File: src/rtl/neuron_layer_scheduler.sv
// Runs one dense layer through a single shared neuron: fetch a weight row, run the neuron, store its result.
// Optional macro SCHED_RELU_EN clamps negative neuron results to zero before they are stored.
module neuron_layer_scheduler #(
    parameter int N  = 50,
    parameter int DW = 8,
    parameter int M  = 10
) (
    input  logic            clk,
    input  logic            rst,
    input  logic            start,
    input  logic [N*DW-1:0] in_vec,
    output logic            w_rd,
    output logic [7:0]      w_addr,
    input  logic [N*DW-1:0] w_data,
    output logic            nrn_start,
    output logic [N*DW-1:0] nrn_in_vec,
    output logic [N*DW-1:0] nrn_w_vec,
    input  logic [DW-1:0]   nrn_out,
    input  logic            nrn_done,
    output logic [M*DW-1:0] out_vec,
    output logic            busy,
    output logic            done
);

    typedef enum logic [2:0] {
        IDLE,
        FETCH,
        WAIT_W,
        START,
        RUN,
        STORE,
        DONE
    } state_t;

    localparam logic [7:0] LAST = 8'(M - 1);

    state_t        state;
    state_t        next_state;
    logic [7:0]    idx;
    logic [DW-1:0] result;
    logic [DW-1:0] store_val;

`ifdef SCHED_RELU_EN
    assign store_val = result[DW-1] ? '0 : result;
`else
    assign store_val = result;
`endif

    always_ff @(posedge clk) begin
        if (rst) begin
            state <= IDLE;
        end else begin
            state <= next_state;
        end
    end

    always_comb begin
        next_state = state;
        w_rd       = 1'b0;
        w_addr     = 8'd0;
        nrn_start  = 1'b0;
        busy       = 1'b1;
        done       = 1'b0;
        case (state)
            IDLE: begin
                busy = 1'b0;
                if (start) begin
                    next_state = FETCH;
                end
            end
            FETCH: begin
                w_rd       = 1'b1;
                w_addr     = idx;
                next_state = WAIT_W;
            end
            WAIT_W: next_state = START;
            START: begin
                nrn_start  = 1'b1;
                next_state = RUN;
            end
            RUN: begin
                if (nrn_done) begin
                    next_state = STORE;
                end
            end
            STORE: next_state = (idx == LAST) ? DONE : FETCH;
            DONE: begin
                done       = 1'b1;
                next_state = IDLE;
            end
            default: next_state = IDLE;
        endcase
    end

    // Operands and results are only touched in the state that owns them, so stray inputs elsewhere are ignored.
    always_ff @(posedge clk) begin
        if (rst) begin
            idx        <= 8'd0;
            result     <= '0;
            nrn_in_vec <= '0;
            nrn_w_vec  <= '0;
            out_vec    <= '0;
        end else begin
            case (state)
                IDLE: begin
                    if (start) begin
                        nrn_in_vec <= in_vec;
                        idx        <= 8'd0;
                    end
                end
                WAIT_W: nrn_w_vec <= w_data;
                RUN: begin
                    if (nrn_done) begin
                        result <= nrn_out;
                    end
                end
                STORE: begin
                    for (int k = 0; k < M; k++) begin
                        if (idx == 8'(k)) begin
                            out_vec[k*DW +: DW] <= store_val;
                        end
                    end
                    if (idx != LAST) begin
                        idx <= idx + 8'd1;
                    end
                end
                default: ;
            endcase
        end
    end

endmodule

File: config.mk
export PLATFORM = sky130hd
export DESIGN_NAME = neuron_layer_scheduler
export DESIGN_NICKNAME = d
export VERILOG_FILES = /design/src/rtl/neuron_layer_scheduler.sv
export SDC_FILE = /design/constraint.sdc
export NUM_CORES = 2
export LEC_CHECK = 0
export CORE_AREA = 2 2 659 661
export DETAILED_ROUTE_END_ITERATION = 12
export DIE_AREA = 0 0 661 663
export GPL_TIMING_DRIVEN = 1
export RECOVER_POWER = 25
export SLEW_MARGIN = 20
export SYNTH_ARGS = -nofsm -noshare
export SYNTH_HDL_FRONTEND = slang
export SYNTH_SLANG_ARGS = --single-unit
File: constraint.sdc
create_clock -name clk -period 1.8 [get_ports clk]
set_clock_uncertainty 0.1 [all_clocks]
set_input_delay 0.36 -clock clk [delete_from_list [all_inputs] [get_ports clk]]
set_output_delay 0.36 -clock clk [all_outputs]
set_load 0.1 [all_outputs]
==> reports/results.txt <==
Run status -> finished with violations
Failing checks -> setup timing
Crit path capture type -> primary output
Final WS setup -> -0.879 ns
Post-route setup TNS -> -293.49 ns
Top FF cell, synth -> dfxtp_1
WHS -> 0.0756 ns
Util after Layout -> 0.188
Initial core utilization -> 0.0719
Post-route ant nets -> 0
Post-synthesis net count -> 4679
Critical path class -> reg2out
DRC Markers -> 0
Syn Std Cell Area -> 31100 um2
Clock-pin slew on the worst setup and hold paths -> 0.06 ns
Die width -> 661 um
Worst-Skew Late Latency -> 0.95 ns
Startpoint types -> flop
Relative slew slack -> 0.578
1st-iter DRT viols -> 2612
Largest net degree at the start of global routing -> 122
WP data required -> 1.34 ns
LEAKAGE -> 0.0296 uW
Die area -> 438000 um2
DR vias -> 39500
Core Region -> 432000 um2
Synth Warn # -> 0
First-pass GRT wire length -> 437000 um
Rows -> 242
CTS tree -> done
Number of enable flip-flop cells after synthesis -> 0
Port Buffers -> 1703
Share of the synthesized area in the top cell type -> 0.579
Synth unique cells -> 38
Tcrit/Tclk final -> 1.49
Max IR drop VDD -> 1.08 mV
CTS sink cnt -> 899
Syn Area/Cell -> 8.04 um2
Share of cells above drive strength 1 -> 0.309
Final WL -> 359000 um
H-tree depth -> 3
RSZ-0062 raised after global routing -> yes
Crit path arrival time -> 2.22 ns
FFs w/ async S/R, synth -> 0
Yosys reg bits -> 899
Vias in the first global route -> 38200
Fin. Hold Viols -> 0
GRT Residual Overflow -> 0
Post-DP HPWL -> 307000 um
Final Slew Violations -> 0
Most area-hungry cell type in the Yosys netlist -> dfxtp_1
Sequential element share of the synthesized area -> 0.579
DRT Pass-1 Iters -> 8
Final min period -> 2.68 ns
GPL Wtd Cong -> 0.927
Fmax -> 373 MHz
GR Util All Layers -> 0.156
TritonCTS buffer count -> 125
Ranking of synthesized cells by area -> dfxtp_1 58%, nand2_1 20%, a21oi_1 13%
Post-Synthesis Cells -> 3863
Initial antenna violation count -> 364
PwrDens -> 907 nW/um2
Max Root-Sink Buffers -> 4
Worst min-delay path category -> in2reg
Worst-margin pin slew -> 0.633 ns
Area Growth Syn to Fin -> 161%
Crit path max fanout -> 5
Number of max-cap violations -> 0
Drt via density -> 3.18
# setup viols final -> 1597
Final nets -> 7278
Die H -> 663 um
WL per Instance -> 28.9 um
IO Count -> 1704
Root buffer cell -> clkbuf_16
## metrics by stage
stage | worst slack, ns | std cells | total power (uW) | area (um2)
after floorplan | -0.644 | 3863 | 32800 | 31100
after global placement | -0.556 | 11200 | 43800 | 65600
after detailed placement | -0.593 | 11200 | 43800 | 65600
after CTS | -1.06 | 12300 | 73800 | 79200
after global routing | -0.977 | 12300 | 76000 | 80900
final | -0.879 | 12400 | 73500 | 81100
## area by class of cell
type	instances	area, um2
fill	47300	351000
timing repair buffer	2768	37900
sequential	899	18800
multi-input combinational	2665	12600
tap	5734	7170
clock buffer	162	3480
clock inverter	67	838
antenna	110	275
inverter	3	11.3
## Yosys cell counts (2+ instances only)
cell type and number:
nand4_1 2, o21ai_0 3, buf_2 88, mux2i_1 80, nor2_1 91, ha_1 4
a21oi_1 813, buf_1 9, inv_1 3, nand3_1 5, and3b_1 2, nand4_2 9
xnor2_1 3, a211oi_1 3, nor3b_1 2, and2_1 8, clkbuf_1 199, dfxtp_1 899
nand2_1 1621
## critical path, cell delays in order (launching register included)
cell and delay [ns]:
dfxtp_4 0.35, buf_6 0.12, nor3b_4 0.21, buf_6 0.15, and2_4 0.17, buf_16 0.19
## logic make-up after synthesis
family / Yosys count / synth area share
mux: 80 / 0.0258
xor+xnor: 4 / 0.00113
simple gates: 1752 / 0.218
compound gates: 825 / 0.134
buf+inv: 299 / 0.0397
flops: 899 / 0.579
fa+ha+maj: 4 / 0.00161
## layer usage
layer / part of all wire / track usage
met1: 0.37 / 0.171
met2: 0.45 / 0.255
met3: 0.13 / 0.0883
met4: 0.040 / 0.0484
met5: 0.0021 / 0
## final timing paths
| kind | slack, ns | endpoint | cells past startpoint | from |
|---|---|---|---|---|
| worst max-delay path | -0.88 | w_addr[7] | 5 | state[2] |
| worst min-delay path | 0.08 | nrn_w_vec[122] | 3 | w_data[122] |
| worst max register to register | -0.48 | nrn_in_vec[84] | 10 | state[1] |
| worst min register to register | 0.37 | nrn_w_vec[116] | 2 | nrn_w_vec[116] |
## placed cells by master, fill, tap and decap left out, drive strengths merged, types with 11 or more instances in the layout
cell,synthesis,layout
nor2,91,91
dlygate4sd3,0,743
inv,3,16
nand2,1621,1621
dfxtp,899,899
diode,0,110
clkdlybuf4s50,0,810
clkbuf,199,185
nand4,11,11
clkinv,0,29
buf,97,1188
mux2i,80,80
bufinv,0,14
a21oi,813,813
clkinvlp,0,11
## power breakdown
group          internal (uW)  switching (uW)
clock network          15700           11000
registers              21100            1380
logic                   9330           15100
total                  46100           27400
## repair_timing
action,CTS,global route
endpoints found under the setup margin,1559,1603
resized for setup,584,269
gates cloned,15,26
setup buffers,37,23
pin swaps,4,55
endpoints found under the hold margin,782,0
hold buffers,743,0
## registers in the layout (all words and copies together) (netlist names)
name,count
nrn_in_vec,400
result,8
nrn_w_vec,400
idx,8
out_vec,80
state,3
No activity file was read; power rests on OpenSTA's default activity.
